### src/rtl/elevator_scheduler.sv
// Three-floor elevator controller: latches hall/cabin calls, serves them with a
// SCAN policy, and times door dwell and floor travel from a slow tick enable.
module elevator_scheduler #(
  parameter int DOOR_TICKS = 3,
  parameter int MOVE_TICKS = 2
) (
  input  logic       clk,
  input  logic       reset,
  input  logic       tick,
  input  logic       A_e,
  input  logic       B_e,
  input  logic       C_e,
  input  logic       A_i,
  input  logic       B_i,
  input  logic       C_i,
  input  logic       alarm,
  output logic [1:0] EA,
  output logic       door,
  output logic       moving,
  output logic       dir,
  output logic [2:0] pending
);

  localparam int TMAX = (DOOR_TICKS > MOVE_TICKS) ? DOOR_TICKS : MOVE_TICKS;
  localparam int TW   = $clog2(TMAX + 1);
  localparam logic [TW-1:0] DOOR_LOAD = TW'(DOOR_TICKS);
  localparam logic [TW-1:0] MOVE_LOAD = TW'(MOVE_TICKS);
  localparam logic [TW-1:0] TIMER_ONE = TW'(1);
  localparam logic [1:0]    FLOOR_A   = 2'd0;
  localparam logic [1:0]    FLOOR_C   = 2'd2;

  typedef enum logic [1:0] {IDLE, OPEN, MOVE} state_t;

  state_t        state_q;
  logic [1:0]    ea_q;
  logic          door_q;
  logic          moving_q;
  logic          dir_q;
  logic [2:0]    pending_q;
  logic [TW-1:0] timer_q;

  logic [2:0] calls;
  logic [2:0] pending_d;
  logic       here_pend;
  logic       above;
  logic       below;
  logic       dir_d;
  logic [1:0] ea_step;

  always_comb begin
    calls     = {C_e | C_i, B_e | B_i, A_e | A_i};
    here_pend = pending_q[ea_q];
    above     = 1'b0;
    below     = 1'b0;
    for (int f = 0; f < 3; f++) begin
      if (pending_q[f] && (f > int'(ea_q))) above = 1'b1;
      if (pending_q[f] && (f < int'(ea_q))) below = 1'b1;
    end
    // SCAN: keep heading while work remains ahead, else turn around.
    if (ea_q == FLOOR_A)                 dir_d = 1'b1;
    else if (ea_q == FLOOR_C)            dir_d = 1'b0;
    else if (dir_q ? above : below)      dir_d = dir_q;
    else                                 dir_d = ~dir_q;
    if (dir_q) ea_step = (ea_q == FLOOR_C) ? ea_q : ea_q + 2'd1;
    else       ea_step = (ea_q == FLOOR_A) ? ea_q : ea_q - 2'd1;
    // Serving the current floor wins over a call for it in the same cycle.
    pending_d = pending_q | calls;
    if (state_q == OPEN) pending_d[ea_q] = 1'b0;
  end

  always_ff @(posedge clk) begin
    if (reset) begin
      state_q   <= IDLE;
      ea_q      <= FLOOR_A;
      door_q    <= 1'b0;
      moving_q  <= 1'b0;
      dir_q     <= 1'b1;
      pending_q <= '0;
      timer_q   <= '0;
    end else begin
      pending_q <= pending_d;
      case (state_q)
        IDLE: begin
          if (here_pend) begin
            state_q <= OPEN;
            door_q  <= 1'b1;
            timer_q <= DOOR_LOAD;
          end else if ((|pending_q) && !alarm) begin
            state_q  <= MOVE;
            moving_q <= 1'b1;
            dir_q    <= dir_d;
            timer_q  <= MOVE_LOAD;
          end
        end
        OPEN: begin
          // An overloaded cabin keeps the door open and restarts the dwell.
          if (alarm) begin
            timer_q <= DOOR_LOAD;
          end else if (tick) begin
            if (timer_q == TIMER_ONE) begin
              state_q <= IDLE;
              door_q  <= 1'b0;
              timer_q <= '0;
            end else begin
              timer_q <= timer_q - TIMER_ONE;
            end
          end
        end
        MOVE: begin
          if (tick) begin
            if (timer_q == TIMER_ONE) begin
              state_q  <= IDLE;
              moving_q <= 1'b0;
              ea_q     <= ea_step;
              timer_q  <= '0;
            end else begin
              timer_q <= timer_q - TIMER_ONE;
            end
          end
        end
        default: begin
          state_q  <= IDLE;
          door_q   <= 1'b0;
          moving_q <= 1'b0;
        end
      endcase
    end
  end

  assign EA      = ea_q;
  assign door    = door_q;
  assign moving  = moving_q;
  assign dir     = dir_q;
  assign pending = pending_q;

endmodule

### config.mk
export PLATFORM = sky130hd
export DESIGN_NAME = elevator_scheduler
export DESIGN_NICKNAME = d
export VERILOG_FILES = /design/src/rtl/elevator_scheduler.sv
export SDC_FILE = /design/constraint.sdc
export NUM_CORES = 1
export LEC_CHECK = 0
export CAP_MARGIN = 5
export CORE_MARGIN = 2
export CORE_UTILIZATION = 35
export DETAILED_ROUTE_END_ITERATION = 10
export GPL_TIMING_DRIVEN = 1
export PLACE_DENSITY = 0.64
export SYNTH_ARGS = -nofsm -noshare
export SYNTH_HDL_FRONTEND = slang
export SYNTH_SLANG_ARGS = --single-unit
### constraint.sdc
create_clock -name clk -period 4.6 [get_ports clk]
set_clock_uncertainty 0.05 [all_clocks]
set_input_delay 0.92 -clock clk [delete_from_list [all_inputs] [get_ports clk]]
set_output_delay 0.92 -clock clk [all_outputs]
set_load 0.05 [all_outputs]
# ---- After elaboration in Yosys (flattened, before gate mapping)
# Cells that the tools add are included.
dict set report totals {
  output_inout_bits 8
  ff_bits 12
  word_cells 97
}
dict set report classes {
  n_eq_ne 16
  n_reduce_logical 18
  n_addsub 3
  magnitude_cmp 7
  mux 36
  bitwise 10
}
# cell n
set op_table {}
lappend op_table {{$mux 2} 12}
lappend op_table {{$ne 2x2->1 const B} 9}
lappend op_table {{$mux 1} 17}
lappend op_table {{$reduce_and 5->1} 3}
lappend op_table {{$pmux 2 s3} 2}
lappend op_table {{$logic_and 1x1->1} 7}
lappend op_table {{$ne 3x3->1 const B} 2}
lappend op_table {{$pmux 1 s3} 2}
lappend op_table {{$eq 2x1->1 const B} 2}
lappend op_table {{$eq 2x2->1 const B} 2}
lappend op_table {{$logic_not 2->1} 2}
lappend op_table {{$lt 1x2->1 const A} 2}
lappend op_table {{$not 1->1} 4}
lappend op_table {{$reduce_and 2->1} 2}
lappend op_table {{$reduce_and 4->1} 1}
lappend op_table {{$sub 2x1->2 const B} 2}
lappend op_table {{$and 3x3->3} 1}
lappend op_table {{$lt 2x3->1 const B} 1}
lappend op_table {{$mux 3} 1}
lappend op_table {{$not 3->3} 1}
lappend op_table {{$or 1x1->1} 3}
lappend op_table {{$or 3x3->3} 1}
lappend op_table {{$reduce_bool 3->1} 1}
lappend op_table {{$reduce_or 3->1} 1}
lappend op_table {{9 further kinds} 9}

# ---- Logic depth before layout (Yosys ltp)
# Gate-level depths: netlist (run 1).
dict set report depth {
  word_depth 9
  ltp_mapped 7
}

# ---- Worst setup path before layout (run 1)
# OpenSTA, ideal clock, no wires.
dict set report synth_timing {
  path_kind {reg-to-reg}
  startpoint {register ea_q[1] (netlist: EA[1])}
  endpoint {register ea_q[1] (netlist: EA[1])}
  setup_time_ps 128
  n_path_buf 1
  t_arrival_ps 1931
  path_slack_ps 2491
  stages_incl_launch_ff 8
  cell_sequence {dfxtp_1 -> clkbuf_2 -> inv_1 -> ha_1 -> mux2_2 -> nor3b_2 -> mux2i_1 -> nor2_1}
}
dict set report synth_via {
  elab_chain_len 3
}
# element line_no
set synth_rtl {}
lappend synth_rtl {{start, declared} 35} ;# logic [1:0] ea_q;
lappend synth_rtl {{start signal, assigned} 114} ;# ea_q <= ea_step;
lappend synth_rtl {{$sub 2x1->2 (tied with other cells)} 65} ;# else ea_step = (ea_q == FLOOR_A) ? ea_q : ea_q - 2'd1;
lappend synth_rtl {{$mux 2 (tied with other cells)} 65}
lappend synth_rtl {{$mux 2 / $reduce_and 5->1 (equally long branches)} n/a}
# Parallel ways exist; a longest one is shown, timed or not. The select of a mux whose other input is x is not followed.
# A chain may end at the register's enable or synchronous reset.

# ---- Worst setup path in the final report (run 1)
dict set report layout_timing {
  startpoint {register ea_q[1] (netlist: EA[1])}
  endpoint {output EA[1]}
}
# element line_no
set layout_lines {}
lappend layout_lines {{end, declared} 17} ;# output logic [1:0] EA,
# No word-level cell between the ends.

==> reports/results.txt, run 1 <==
The run finished with clean final reports. The biggest cell delay along the critical path is 0.88 ns, and the buffering stage count on the worst path with inverters included is 1. For the clock buffer count from CTS, the log shows 3. The number of hold-repair buffers added at the cts stage is 0, and the final design utilization is 47.1%. Clock-pin slew was measured on the worst setup and hold paths at 0.08 ns. The remaining routing DRC violations was 0.

The worst setup path is of the reg2out kind. Count of synthesis-stage warnings from yosys: 0. The floorplan step defined a die boundary enclosing 2720 µm². TritonCTS built the clock tree.

Number of distinct library cells after synthesis: 30. The run gives 0 as the final count of pins violating max slew. Standard cell core area: 2210 µm².

Of all nets on the critical path, the largest fanout is 12. The commonest cells after synthesis are 12 x sky130_fd_sc_hd__dfxtp_1, 9 x sky130_fd_sc_hd__ha_1, 9 x sky130_fd_sc_hd__inv_1. By area, the combinational part of the netlist is dominated by compound AO/OA/AOI/OAI gates. Layout overhead on the synthesized area: 28.2%.

After clock tree synthesis, the repair step resized 0 gates. For the pin with the worst max-slew slack, the measured transition is 0.572 ns. Dividing the final minimum period by the clock period gives 58.5%.

The initial antenna violation count is 0, and the number of primary I/O pins is 18. The die is 52.2 µm tall. Across the VDD grid, the largest voltage drop is 0.000279 V. The total grt overflow is 0.

After synthesis the netlist holds a flip-flop and latch count of 12. The die width is 52.2 µm. 0 antenna diodes ended up in the layout. The synthesized netlist devotes 28.4% of its cell area to compound gates. The detail-routed net length per standard cell was 13.7 µm. The logs give 2 for the number of buffers on the longest clock path and 0.27 ns for the later-pin clock latency in the skew report. The most area-hungry cell type in the Yosys netlist is sky130_fd_sc_hd__dfxtp_1. Summed over its instances, the top area cell type makes up 29.6% of the synthesized netlist area.

Synthesis produced a netlist whose cell count is 93. Averaged over all synthesized cells, the footprint is 8.73 µm². Primary flip-flop cell chosen by synthesis mapping: sky130_fd_sc_hd__dfxtp_1. The count of input and output buffers works out to 17. The synthesized-area fraction occupied by xor and xnor cells was 2.16%.

Critical path startpoint category: a flip-flop. In the post-synthesis netlist, the cell with the most instances is sky130_fd_sc_hd__dfxtp_1. The largest net degree at the start of global routing was 17; the summed instance area of the synthesized netlist was 812 µm². For the worst setup path, the data arrival time is 1.72 ns. After synthesis, the share of cell area in mux cells is 6.32%. The tools report the total nets after synthesis as 112. The register area share after synthesis came out at 29.6%.

The effective utilization at floorplan was 36.7%; the worst relative slew slack was 61.8%. Once the clock tree was built, the setup fixing pass inserted 0 buffers. For the worst setup path, the data required time is 3.63 ns. For the total leakage power, the log shows 0.379 nW. Counting flops with a built-in enable in the synthesized netlist gives 0. Of the total synthesized cell area, the portion taken by full adders, half adders and majority gates is 13.9%.

The final setup TNS is 0 ns, and the number of clock sinks is 12. The shortest clock period the worst path allows after layout was 2.69 ns; the number of max-cap violations was 0. The largest delay contributor family on the critical path is buffers and inverters. The run gives 1 as the H-tree depth.

After detailed routing, the total wire length is 1910 µm. The synthesized netlist devotes 14.0% of its cell area to simple gates. At the end of routability-driven placement, the weighted congestion stood at 0.823.

The run gives 0 as the remaining antenna violation count. Power spread over the standard cell area amounts to 490 nW/µm². Clock tree synthesis selected as its root buffer the cell sky130_fd_sc_hd__clkbuf_4. The type of the worst min-delay path was reg2reg.

Detailed routing inserted a total of 753 vias. Timing would allow up to 372 MHz. The critical-path cell with the highest stage delay was sky130_fd_sc_hd__clkdlybuf4s50_1.

The count of endpoints failing hold in the final timing report was 0; the total global routing track utilization was 15.9%. The final layout contains 131 nets. After the first detailed-routing iteration, the DRC count stood at 16. The critical path goes through clkdlybuf4s50_1. The first detailed-routing pass ran for 4 iterations. The first global-routing pass estimated 3260 µm of wire.

The number of vias per cell is 5.42, and the HPWL after detailed placement is 1400 µm. Of the cells placed in the final design, the portion with a size suffix greater than 1 is 8.11%. The final count of negative-setup-slack endpoints is 0, and the via count of the first global-routing pass is 745. The total number of placement rows came out at 17. The proportion of synthesized flip-flops having asynchronous set or reset works out to 0%. Ranked by total cell area, the synthesized netlist is headed by sky130_fd_sc_hd__dfxtp_1 30%, sky130_fd_sc_hd__ha_1 14%, sky130_fd_sc_hd__a211oi_1 5.5%. Setup repair after global routing left no endpoint under its margin. The endpoint kind of the worst setup timing path is an output pin.
## cell usage in the layout (no fill, tap or decap), drive strengths merged
| cell | n |
|---|---|
| ha | 9 |
| mux2i | 4 |
| nor3b | 2 |
| or2 | 1 |
| o221a | 1 |
| a311oi | 1 |
| dfxtp | 12 |
| o31ai | 1 |
| a31oi | 2 |
| nand3b | 2 |
| o21ai | 6 |
| a211oi | 6 |
| nor3 | 4 |
| clkbuf | 4 |
| mux2 | 1 |
| a2bb2oi | 1 |
| o211ai | 1 |
| nor2 | 7 |
| inv | 9 |
| a21oi | 6 |
| o21a | 1 |
| clkdlybuf4s50 | 17 |
| nand2b | 3 |
| nand2 | 2 |
| a22oi | 3 |
| o32ai | 3 |
| xnor2 | 2 |
## through the flow
| stage | setup slack, ns | power (mW) | hold WS [ns] | instance area, µm² | std cells |
|---|---|---|---|---|---|
| after floorplan | 2.49 | 0.352 | 0.430 | 812 | 93 |
| final | 1.91 | 0.510 | 0.459 | 1040 | 139 |
| after CTS | 1.90 | 0.512 | 0.463 | 1040 | 139 |
| after global placement | 2.18 | 0.422 | 0.444 | 1000 | 135 |
| after detailed placement | 2.15 | 0.423 | 0.452 | 1000 | 135 |
| after global routing | 1.80 | 0.548 | 0.488 | 1040 | 139 |
## layout make-up
type | count | area, µm²
fill | 222 | 1170
multi-input combinational | 69 | 526
sequential | 12 | 240
timing repair buffer | 17 | 170
clock buffer | 4 | 36.3
tap | 28 | 35.0
inverter | 9 | 33.8
## where the power goes
part	switching [mW]	internal [mW]	total, mW
clock network	0.0369	0.0481	0.0850
logic	0.165	0.110	0.275
registers	0.0205	0.130	0.150
## flip-flops by register name, summed over array words and instances (netlist names)
| register | count |
|---|---|
| timer_q | 2 |
| moving | 1 |
| door | 1 |
| dir | 1 |
| pending | 3 |
| EA | 2 |
| state_q | 2 |
## worst paths after layout
kind	end	from	cells after the start	slack, ns
hold / removal	timer_q[1]$_SDFFE_PP0P_	timer_q[1]$_SDFFE_PP0P_	2	0.46
setup / recovery	EA[1]	EA[1]$_SDFFE_PP0P_	1	1.91
hold reg to reg	timer_q[1]$_SDFFE_PP0P_	timer_q[1]$_SDFFE_PP0P_	2	0.46
setup reg to reg	EA[1]$_SDFFE_PP0P_	EA[0]$_SDFFE_PP0P_	6	2.67
## metal layers
metal / wire [µm] / share of wire [%] / track usage (%) / vias to the layer above
met5: 0 / 0 / 0 / -
met4: 0 / 0 / 1.28 / 0
met3: 63 / 3.3 / 5.17 / 0
met2: 871 / 46 / 27.2 / 16
met1: 976 / 51 / 20.3 / 358
li1: - / - / - / 379
## cells by family after synthesis
| group | after synthesis |
|---|---|
| buf+inv | 12 |
| simple gates | 21 |
| compound gates | 32 |
| fa+ha+maj | 9 |
| mux | 5 |
| flops | 12 |
| xor+xnor | 2 |
Power figures use the tool's default switching activity.
==> run 2: changes to the inputs <==
==> constraint.sdc (replaced) <==
create_clock -name clk -period 2.7 [get_ports clk]
set_clock_uncertainty 0.05 [all_clocks]
set_input_delay 0.54 -clock clk [delete_from_list [all_inputs] [get_ports clk]]
set_output_delay 0.54 -clock clk [all_outputs]
set_load 0.05 [all_outputs]
==> results of run 2 <==
Same layout as run 1 (identical final DEF). Status: finished, final reports clean.
Main changes from that run: setup slack after placement 2.15 ns -> 0.632 ns; setup slack after layout 1.91 ns -> 0.389 ns; register-to-register setup slack 2.67 ns -> 0.77 ns; total power 0.510 mW -> 0.869 mW; worst IR drop on VDD 0.000279 V -> 0.000475 V
